$ cat config.mk
export PLATFORM = sky130hd
export DESIGN_NAME = vga_box_renderer
export DESIGN_NICKNAME = d
export VERILOG_FILES = /design/src/rtl/vga_box_renderer.sv
export SDC_FILE = /design/constraint.sdc
export NUM_CORES = 1
export LEC_CHECK = 0
export CORE_ASPECT_RATIO = 1.1
export CORE_MARGIN = 2
export CORE_UTILIZATION = 50
export DETAILED_ROUTE_END_ITERATION = 10
export PLACE_DENSITY = 0.65
export SLEW_MARGIN = 40
export SYNTH_ARGS = -nofsm -noshare
export SYNTH_HDL_FRONTEND = slang
export SYNTH_SLANG_ARGS = --single-unit
$ cat constraint.sdc
create_clock -name i_clk -period 2.2 [get_ports i_clk]
set_input_delay 0.44 -clock i_clk [delete_from_list [all_inputs] [get_ports i_clk]]
set_output_delay 0.44 -clock i_clk [all_outputs]
set_load 0.01 [all_outputs]
$ cat src/rtl/vga_box_renderer.sv
// Draws NBOX double-buffered filled rectangles over the vga640x480 timing stream, 2-strobe pipeline.
// Optional outline-only boxes are built when VGA_BOX_OUTLINE_EN is defined.
module vga_box_renderer #(
  parameter int       NBOX     = 4,
  parameter int       X_W      = 10,
  parameter int       Y_W      = 9,
  parameter logic     SYNC_POL = 1'b0,
  parameter int       IDX_W    = (NBOX > 1) ? $clog2(NBOX) : 1
) (
  input  logic             i_clk,
  input  logic             i_rst,
  input  logic             i_pix_stb,
  input  logic             i_hs,
  input  logic             i_vs,
  input  logic             i_active,
  input  logic [X_W-1:0]   i_x,
  input  logic [Y_W-1:0]   i_y,
  input  logic             i_wr_valid,
  output logic             o_wr_ready,
  input  logic [IDX_W-1:0] i_wr_idx,
  input  logic [X_W-1:0]   i_wr_x0,
  input  logic [X_W-1:0]   i_wr_x1,
  input  logic [Y_W-1:0]   i_wr_y0,
  input  logic [Y_W-1:0]   i_wr_y1,
  input  logic [11:0]      i_wr_rgb,
  input  logic             i_wr_en,
  input  logic             i_wr_outline,
  input  logic             i_commit,
  output logic             o_pending,
  output logic             o_hs,
  output logic             o_vs,
  output logic [3:0]       o_r,
  output logic [3:0]       o_g,
  output logic [3:0]       o_b
);

  localparam logic [IDX_W:0] NBOX_L = (IDX_W+1)'(NBOX);
  localparam logic [X_W-1:0] X_ONE  = {{(X_W-1){1'b0}}, 1'b1};
  localparam logic [Y_W-1:0] Y_ONE  = {{(Y_W-1){1'b0}}, 1'b1};

  logic [X_W-1:0] r_sh_x0 [NBOX];
  logic [X_W-1:0] r_sh_x1 [NBOX];
  logic [Y_W-1:0] r_sh_y0 [NBOX];
  logic [Y_W-1:0] r_sh_y1 [NBOX];
  logic [11:0]    r_sh_rgb [NBOX];
  logic [NBOX-1:0] r_sh_en;

  logic [X_W-1:0] r_ac_x0 [NBOX];
  logic [X_W-1:0] r_ac_x1 [NBOX];
  logic [Y_W-1:0] r_ac_y0 [NBOX];
  logic [Y_W-1:0] r_ac_y1 [NBOX];
  logic [11:0]    r_ac_rgb [NBOX];
  logic [NBOX-1:0] r_ac_en;

`ifdef VGA_BOX_OUTLINE_EN
  logic [NBOX-1:0] r_sh_ol;
  logic [NBOX-1:0] r_ac_ol;
`else
  logic w_unused_outline;
  assign w_unused_outline = i_wr_outline;
`endif

  logic r_pending;
  logic r_vs_prev;
  logic w_wr_fire;
  logic w_boundary;

  assign o_wr_ready = ~r_pending;
  assign o_pending  = r_pending;
  assign w_wr_fire  = i_wr_valid & ~r_pending;
  assign w_boundary = i_pix_stb & (i_vs == SYNC_POL) & (r_vs_prev == ~SYNC_POL);

  // Shadow/active register sets and the commit handshake.
  always_ff @(posedge i_clk) begin
    if (i_rst) begin
      r_pending <= 1'b0;
      r_vs_prev <= ~SYNC_POL;
      r_sh_en   <= '0;
      r_ac_en   <= '0;
`ifdef VGA_BOX_OUTLINE_EN
      r_sh_ol   <= '0;
      r_ac_ol   <= '0;
`endif
      for (int i = 0; i < NBOX; i++) begin
        r_sh_x0[i]  <= '0;
        r_sh_x1[i]  <= '0;
        r_sh_y0[i]  <= '0;
        r_sh_y1[i]  <= '0;
        r_sh_rgb[i] <= '0;
        r_ac_x0[i]  <= '0;
        r_ac_x1[i]  <= '0;
        r_ac_y0[i]  <= '0;
        r_ac_y1[i]  <= '0;
        r_ac_rgb[i] <= '0;
      end
    end else begin
      if (i_pix_stb) r_vs_prev <= i_vs;

      if (w_wr_fire && ({1'b0, i_wr_idx} < NBOX_L)) begin
        r_sh_x0[i_wr_idx]  <= i_wr_x0;
        r_sh_x1[i_wr_idx]  <= i_wr_x1;
        r_sh_y0[i_wr_idx]  <= i_wr_y0;
        r_sh_y1[i_wr_idx]  <= i_wr_y1;
        r_sh_rgb[i_wr_idx] <= i_wr_rgb;
        r_sh_en[i_wr_idx]  <= i_wr_en;
`ifdef VGA_BOX_OUTLINE_EN
        r_sh_ol[i_wr_idx]  <= i_wr_outline;
`endif
      end

      // Writes are blocked while pending, so the copy never races a shadow update.
      if (w_boundary && r_pending) begin
        r_ac_x0   <= r_sh_x0;
        r_ac_x1   <= r_sh_x1;
        r_ac_y0   <= r_sh_y0;
        r_ac_y1   <= r_sh_y1;
        r_ac_rgb  <= r_sh_rgb;
        r_ac_en   <= r_sh_en;
`ifdef VGA_BOX_OUTLINE_EN
        r_ac_ol   <= r_sh_ol;
`endif
        r_pending <= 1'b0;
      end else if (i_commit && !r_pending) begin
        r_pending <= 1'b1;
      end
    end
  end

  logic [NBOX-1:0] w_hit;

  for (genvar g = 0; g < NBOX; g++) begin : g_hit
    logic w_inside;
    assign w_inside = r_ac_en[g] &
                      (i_x > r_ac_x0[g]) & (i_x < r_ac_x1[g]) &
                      (i_y > r_ac_y0[g]) & (i_y < r_ac_y1[g]);
`ifdef VGA_BOX_OUTLINE_EN
    logic w_rim;
    assign w_rim = (i_x == r_ac_x0[g] + X_ONE) | (i_x == r_ac_x1[g] - X_ONE) |
                   (i_y == r_ac_y0[g] + Y_ONE) | (i_y == r_ac_y1[g] - Y_ONE);
    assign w_hit[g] = w_inside & (~r_ac_ol[g] | w_rim);
`else
    assign w_hit[g] = w_inside;
`endif
  end

  logic [NBOX-1:0] r_s1_hit;
  logic            r_s1_active;
  logic            r_s1_hs;
  logic            r_s1_vs;
  logic [11:0]     w_rgb_sel;
  logic [11:0]     r_s2_rgb;
  logic            r_s2_hs;
  logic            r_s2_vs;

  // Scan from the highest index down so the lowest hitting index wins.
  always_comb begin
    w_rgb_sel = '0;
    for (int i = NBOX - 1; i >= 0; i--) begin
      if (r_s1_hit[i]) w_rgb_sel = r_ac_rgb[i];
    end
  end

  always_ff @(posedge i_clk) begin
    if (i_rst) begin
      r_s1_hit    <= '0;
      r_s1_active <= 1'b0;
      r_s1_hs     <= ~SYNC_POL;
      r_s1_vs     <= ~SYNC_POL;
      r_s2_rgb    <= '0;
      r_s2_hs     <= ~SYNC_POL;
      r_s2_vs     <= ~SYNC_POL;
    end else if (i_pix_stb) begin
      r_s1_hit    <= w_hit;
      r_s1_active <= i_active;
      r_s1_hs     <= i_hs;
      r_s1_vs     <= i_vs;
      r_s2_rgb    <= r_s1_active ? w_rgb_sel : 12'h000;
      r_s2_hs     <= r_s1_hs;
      r_s2_vs     <= r_s1_vs;
    end
  end

  assign o_r  = r_s2_rgb[11:8];
  assign o_g  = r_s2_rgb[7:4];
  assign o_b  = r_s2_rgb[3:0];
  assign o_hs = r_s2_hs;
  assign o_vs = r_s2_vs;

endmodule

# Word-level counts from Yosys, hierarchy flattened
# Index checks and enable logic that the tools add are counted.
# word_totals
input_bits,81
output_inout_bits,16
register_bits,430
wordCells,117
# classes
reduce_logical,6
mux,19
order_cmp,20
n_bitwise,22
# ops
operator,n
$bwmux W40,2
$bwmux W36,2
$mux W12,6
$bwmux W48,1
$gt A10 B10 Y1,4
$lt A10 B10 Y1,4
$gt A9 B9 Y1,4
$lt A9 B9 Y1,4
$demux W12 S2,1
$demux W10 S2,1
$and A1 B1 Y1,19
$demux W9 S2,1
$mux W10,1
$mux W9,1
$bwmux W4,1
$logic_and A1 B1 Y1,4
$ge A3 B3 Y1 const B,1
$lt A2 B3 Y1 const B,1
$lt A3 B1 Y1 const B,1
$not A2 Y3,1
$demux W1 S2,1
$ge A2 B1 Y1 const B,1
$not A1 Y1,2
$reduce_or A2 Y1,1
2 further kinds,2

# Logic depth before layout (Yosys ltp)
# Gate-level depths: netlist of the first run.
# logic_depth
depth_word,6
mapped_depth,8

# Least setup slack after synthesis of the first run
# OpenSTA, ideal clock, no wires.
# synth_timing
kind,input -> register
start,input port i_x[4]
end,register r_s1_hit[3]
arrival_time_ps,1683
t_required_ps,2072
path_buffers,0
stages,6
path_slack_ps,389
cell_sequence,ha_1 -> a21oi_1 -> nand2_1 -> a221o_1 -> a221oi_1 -> o41ai_2
# synth_via
elab_chain_cells,5
# synth_rtl
element,line,rtl
"start, declared",16,"input logic [X_W-1:0] i_x,"
$gt A10 B10 Y1,134,(i_x > r_ac_x0[g]) & (i_x < r_ac_x1[g]) &
$and A1 B1 Y1,133,assign w_inside = r_ac_en[g] &
$and A1 B1 Y1 * (2 in a row),134,
$and A1 B1 Y1 *,135,(i_y > r_ac_y0[g]) & (i_y < r_ac_y1[g]);
"end signal, assigned",173,r_s1_hit <= w_hit;
"end, declared",146,logic [NBOX-1:0] r_s1_hit;
# Every way passes the cells marked *; elsewhere a longest branch is shown, timed or not.
# A chain may end at the register's enable or synchronous reset.

# Worst setup path after layout of the first run
# layout_timing
start,input port i_y[8]
end,register r_s1_hit[1]
# layout_via
elab_chain_cells,3
# layout_rtl
element,line,rtl
"start, declared",17,"input logic [Y_W-1:0] i_y,"
$gt A9 B9 Y1,135,
$and A1 B1 Y1,134,
$and A1 B1 Y1 *,135,
# Marks and branches as above.

==> metrics.md, run 1 <==
| Metric | Value |
|---|---|
| # IOs | `97` |
| Setup WS pre-CTS | `-0.5590 ns` |
| Routed via count | `15990` |
| Number of synthesized register bits | `430` |
| Fin Clk Skew | `0.01008 ns` |
| Vias in the first global route | `15060` |
| Die Height | `206.9 um` |
| Max Fanout on Critical Path | `7` |
| Ys Warns | `0` |
| Int Power | `13.12 mW` |
| Synth top cells by count | `nand2_1 (850), a21oi_1 (453), dfxtp_1 (430)` |
| End-of-flow core utilization | `60.01%` |
| Yosys cell types | `50` |
| Fin crit period | `2.128 ns` |
| Reg-to-Reg Start | `r_ac_x0[28]$_SDFFE_PP0P_` |
| Fraction of layout cells with a size suffix above 1 | `7.720%` |
| Count of final setup violators | `0` |
| Syn_area_per_cell | `7.773 um2` |
| Clock transition at the registers of the reported paths | `0.06 ns` |
| Power share of the clock group | `45.7%` |
| Register share of total power | `46.7%` |
| Final Slew Violations | `0` |
| Placed insts | `2956` |
| Synth area leaders | `dfxtp_1 (46%), nand2_1 (17%), a21oi_1 (12%)` |
| Sink Count | `430` |
| Required time of the critical path | `2.70 ns` |
| Worst vdd ir | `644.2 uV` |
| Final Worst Setup Slack | `0.07221 ns` |
| RSZ-0062 raised after global routing | `false` |
| Initial antenna violation count | `1` |
| Worst Setup Start Kind | `primary input` |
| Sequential-to-total area share from yosys stat | `45.99%` |
| EDFF count, synth | `0` |
| All-layer global routing usage | `25.64%` |
| FMAX | `0.4700 GHz` |
| Largest net degree at the start of global routing | `161` |
| I/O Buffers | `95` |
| Routed Wire Length | `50480 um` |
| Net Switching | `3.952 mW` |
| Final non-filler cell total | `3034` |
| Drt via density | `5.272` |
| Critical path class | `primary input to register` |
| DP Wirelength | `33450 um` |
| Gate power share | `7.6%` |
| Core Area | `0.03704 mm2` |
| Post-synth top area share | `45.99%` |
| P_leak | `7.739 nW` |
| WL/cell | `16.64 um` |
| Count leader, synth | `nand2_1` |
| TritonCTS clock tree | `built` |
| CTS root buf | `clkbuf_16` |
| Syn Inst Count | `2408` |
| Post-CTS Setup Bufs | `0` |
| Pre-antenna DRT Iters | `5` |
| Worst-skew pair later-pin latency | `0.56 ns` |
| Slew at the pin closest to its max-slew limit | `0.7380 ns` |
| Max clock buf depth | `3` |
| Pwr dens | `768.0 mW/mm2` |
| Placement Cell Area | `0.02070 mm2` |
| Slew HR | `50.80%` |
| CP arrival | `2.63 ns` |
| Post-Layout Inst Area | `0.02222 mm2` |
| Final hold vios | `0` |
| Final nets | `2733` |
| Post-Syn Nets | `2633` |
| Die area | `0.03900 mm2` |
| Number of H-tree levels | `2` |
| CTS buffer count | `44` |
| Dominant cell type by area after synthesis | `dfxtp_1` |
| # DRC | `0` |
| Async SR Flop Fraction | `0%` |
| Period Utilization, post-route | `96.72%` |
| Iteration-0 DRC Markers | `1203` |
| Hold Slack | `0.3652 ns` |
| Max-cap viol count | `0` |
| Status | `finished, final reports clean` |
| Total congestion overflow | `0` |
| Area growth syn-to-layout | `18.74%` |
| CP startpoint | `i_y[8]` |
| Most frequently used flop master after synthesis | `dfxtp_1` |
| Gpl congestion | `0.8988` |
| Crit. End Element | `register` |
| Switch share | `23.16%` |
| Min-Delay Startpoint | `i_rst` |
| # rows | `74` |
| Final ANT Viol Nets | `0` |
| Post-synthesis instance area | `0.01872 mm2` |
| Chip width | `188.5 um` |
| Worst hold path type | `primary input to register` |
| First-pass GRT wire length | `80070 um` |
| Starting Density | `50.54%` |
## cells by family after synthesis
kind of cell | count (synthesis) | synth area share (%)
compound gates | 564 | 16.51
fa+ha+maj | 144 | 9.626
buf+inv | 299 | 7.012
flops | 430 | 45.99
mux | 1 | 0.05348
simple gates | 970 | 20.80
## cell type report
type                            count  area (um2)
Clock inverter                     19       284.0
Antenna cell                        1       2.502
Inverter                          150       563.0
Fill cell                        3415       14810
Timing Repair Buffer              203        2087
Multi-Input combinational cell   1679        8827
Tap cell                          494       618.1
Clock buffer                       58        1234
Sequential cell                   430        8608
## path summary, 6_finish.rpt
check	endpoint	slack (ns)	cells past startpoint
min reg2reg	r_ac_rgb[25]$_SDFFE_PP0P_	0.45	2
max	r_s1_hit[1]$_SDFFE_PP0P_	0.07	7
max reg2reg	r_s1_hit[1]$_SDFFE_PP0P_	0.20	9
min	r_s1_hit[0]$_SDFFE_PP0P_	0.37	5
## layer usage
metal	vias to the layer above	GRT usage [%]	routed length (um)
met5	-	0	0
met4	0	7.924	1373
met3	79	3.297	2278
met2	349	43.96	23910
met1	7459	33.84	22920
li1	8107	-	-
## repair_timing
| action | CTS | global route |
|---|---|---|
| endpoints found under the hold margin | 0 | 0 |
| setup endpoints to repair | 0 | 1 |
| resized for setup | 0 | 1 |
| hold buffers | 0 | 0 |
## stage by stage
stage                     power, mW  TNS [ns]
after floorplan               8.792         0
final                         17.07         0
after detailed placement      9.431    -1.538
after global placement        9.397    -1.432
after CTS                     17.19         0
after global routing          17.67         0
## power by group through the flow
stage | Sequential (mW) | Clock [mW] | Combinational (mW)
final | 7.97 | 7.80 | 1.29
after global routing | 7.98 | 8.26 | 1.43
after CTS | 7.97 | 7.93 | 1.29
after detailed placement | 8.14 | 0 | 1.29
after global placement | 8.14 | 0 | 1.26
after floorplan | 8.13 | 0 | 0.661
## state kept, by name, indices dropped and copies added (netlist names), 4 cells and up
register  flops
r_ac_en       4
r_ac_y0      36
r_sh_y1      36
r_ac_rgb     48
r_ac_x1      40
r_sh_en       4
r_sh_x1      40
r_ac_x0      40
r_ac_y1      36
r_s2_rgb     12
r_sh_y0      36
r_sh_rgb     48
r_s1_hit      4
r_sh_x0      40
## critical path: stages
cell and delay, ns:
clkdlybuf4s50_1 0.68, ha_1 0.31, and4_1 0.22, a221oi_1 0.29
nand4_1 0.14, a311oi_2 0.33, a32o_1 0.21
## cell usage in the layout, fill, tap and decap left out, types with 26 or more instances in the layout
cell,instances
nand2_1,848
a21oi_1,453
dfxtp_1,430
inv_1,149
ha_1,144
clkdlybuf4s50_1,94
buf_4,83
clkbuf_16,44
nor2_1,32
o21ai_0,26
Power figures use the tool's default switching activity.
==> run 2, diff against run 1 <==
- MAX_ROUTING_LAYER: default -> met4
- PLACE_DENSITY: 0.65 -> 0.68
- clock period: 2.2 -> 2.15 ns (I/O delays scaled with it)
==> run 2 against run 1 <==
Against the previous run:
- clock skew grew 0.0081 ns
- via count grew 1.3%
- die area is the same
- sequential share of layout area shrank 0.40 points
- first-iteration DRC count shrank 12%
- register-to-register slack lost 0.06 ns
- combinational power grew 5%
- final cell count grew 0.79%
- global-route usage grew 1.1 points
- sequential cell count is the same
- non-clock buffer count grew 18
- largest power group unchanged
- highest routed layer unchanged
==> metrics.md, run 2 (synthesis gave the netlist of run 1 again) <==
| Metric | Value |
|---|---|
| Status | `finished, final reports clean` |
| Die Height | `206.9 um` |
| Top delay family on crit path | `buffers and inverters` |
| Max Fanout on Critical Path | `6` |
| CTS root buf | `clkbuf_16` |
| Final nets | `2752` |
| Final Worst Setup Slack | `0.06997 ns` |
| Final Slew Violations | `0` |
| Fraction of layout cells with a size suffix above 1 | `8.389%` |
| I/O Buffers | `95` |
| Worst Setup Start Kind | `primary input` |
| First-pass GRT wire length | `80940 um` |
| Max clock buf depth | `3` |
| Die area | `0.03900 mm2` |
| Setup TNS | `0 ns` |
| Crit-path cells | `clkdlybuf4s50_1 > buf_4 > ha_1 > nor2b_1 > o21ai_0 > buf_4 > nand4_1 > a311oi_2 > a32o_1` |
| Fin crit period | `2.080 ns` |
| Worst hold path type | `primary input to register` |
| # DRC | `0` |
| Chip width | `188.5 um` |
| Met2 usage | `44.67%` |
| # IOs | `97` |
| Final hold vios | `0` |
| Required time of the critical path | `2.65 ns` |
| Fin Clk Skew | `0.01818 ns` |
| Largest net degree at the start of global routing | `112` |
| Crit. End Element | `register` |
| Critical path class | `primary input to register` |
| # rows | `74` |
| P_leak | `7.877 nW` |
| Slew HR | `62.46%` |
| Setup WS pre-CTS | `-0.5067 ns` |
| Final ANT Viol Nets | `0` |
| Worst-skew pair later-pin latency | `0.57 ns` |
| Area growth syn-to-layout | `19.98%` |
| WP buf/inv | `3` |
| RSZ-0062 raised after global routing | `false` |
| Routed via count | `16200` |
| Worst reg2reg path depth | `8` |
| CP arrival | `2.58 ns` |
| Routed Wire Length | `51150 um` |
| WP depth | `9` |
| Drt via density | `5.297` |
| Top flop regs | `r_ac_rgb x48, r_sh_rgb x48` |
| Max-cap viol count | `0` |
| Slowest-stage cell, CP | `clkdlybuf4s50_1` |
| Slew at the pin closest to its max-slew limit | `0.5631 ns` |
| Int Power | `13.36 mW` |
| Cell mode on critical path | `buf_4` |
| Most frequent cells in the layout | `nand2_1 (848), a21oi_1 (453), dfxtp_1 (430), inv_1 (149), ha_1 (144)` |
| Worst vdd ir | `675.2 uV` |
| Most common cell after layout, fill and taps aside | `nand2_1` |
| Gate power share | `7.8%` |
| DP Wirelength | `35110 um` |
| FMAX | `0.4808 GHz` |
| Starting Density | `50.54%` |
| Pwr dens | `777.1 mW/mm2` |
| Sink Count | `430` |
| Core Area | `0.03704 mm2` |
| Count of final setup violators | `0` |
| Met3 usage | `3.077%` |
| CTS Hold Bufs | `0` |
| Iteration-0 DRC Markers | `1056` |
| M1 GR Usage | `34.29%` |
| Total congestion overflow | `0` |
| Net Switching | `4.090 mW` |
| Clock transition at the registers of the reported paths | `0.06 ns` |
| Number of H-tree levels | `2` |
| Pre-antenna DRT Iters | `5` |
| Register share of total power | `46.8%` |
| Period Utilization, post-route | `96.75%` |
| Vias in the first global route | `15420` |
| Max stage delay on crit path | `0.51 ns` |
| WL/cell | `16.73 um` |
| CTS buffer count | `45` |
| Gpl congestion | `0.9306` |
| GRT busiest layer | `met2` |
| Initial antenna violation count | `1` |
| Switch share | `23.43%` |
| Power share of the clock group | `45.5%` |
| Cell depth of the worst hold path | `3` |
| All-layer global routing usage | `26.72%` |
| TritonCTS clock tree | `built` |
-- run 2: changes by cell type in the layout (fill, tap and decap cells not counted), sizes merged --
cell	change
bufinv	-3
clkinvlp	-1
clkdlybuf4s50	-1
buf	+18
inv	-1
clkinv	+2
dlymetal6s2s	+1
clkbuf	+9
-- run 2: worst paths after layout --
| path | start | endpoint | slack (ns) |
|---|---|---|---|
| max | i_x[8] | r_s1_hit[1]$_SDFFE_PP0P_ | 0.07 |
| min reg2reg | r_sh_x1[34]$_SDFFE_PP0P_ | r_ac_x1[34]$_SDFFE_PP0P_ | 0.44 |
| min | i_rst | r_ac_y1[9]$_SDFFE_PP0P_ | 0.34 |
| max reg2reg | r_ac_x0[14]$_SDFFE_PP0P_ | r_s1_hit[2]$_SDFFE_PP0P_ | 0.14 |
-- run 2: area by class of cell --
type                    instances  area (um2)
repair buffers                221        2317
diodes                          1       2.502
flip-flops and latches        430        8608
well taps                     494       618.1
multi-input cells            1679        8822
clock buffers                  67        1340
clock inverters                16       185.2
fillers                      3330       14580
inverters                     150       563.0
-- run 2: power groups by stage --
stage / clock (mW) / combinational (mW) / sequential, mW
4_1_cts: 8.06 / 1.36 / 8.16
3_3_place_gp: 0 / 1.33 / 8.33
6_report: 7.94 / 1.35 / 8.16
5_1_grt: 8.36 / 1.49 / 8.17
2_1_floorplan: 0 / 0.676 / 8.32
3_5_place_dp: 0 / 1.35 / 8.34
-- run 2: metal layers --
| metal | vias to the layer above | wire (um) |
|---|---|---|
| met5 | - | 0 |
| met4 | 0 | 1270 |
| met3 | 73 | 2459 |
| met2 | 376 | 24440 |
| met1 | 7601 | 22990 |
| li1 | 8149 | - |
-- run 2: worst min-delay path, delay by kind of cell --
family                 cells  cell delay, ns
AOI/OAI and AO/OA          1            0.13
buffers and inverters      2            0.30
-- run 2: what timing repair did --
item / 4_1_cts / 5_1_grt
resized for setup: 0 / 1
setup endpoints to repair: 0 / 1
buffers inserted: 0 / 0
-- run 2: metrics by stage --
stage          power, mW  util, %  std cells  hold slack [ns]  cell area (um2)
3_5_place_dp       9.685    56.50       2974           0.4432            20930
2_1_floorplan      8.997        -       2408           0.4314            18720
6_report           17.45    60.64       3058           0.3444            22460
4_1_cts            17.57    60.62       3057           0.3225            22450
3_3_place_gp       9.656    56.50       2974           0.4355            20930
5_1_grt            18.02    60.64       3058           0.3550            22460
==> run 3, diff against run 2 <==
- CAP_MARGIN: default -> 30
==> results of run 3 <==
Same layout as run 2: the final DEF is identical, and so are final timing and power.
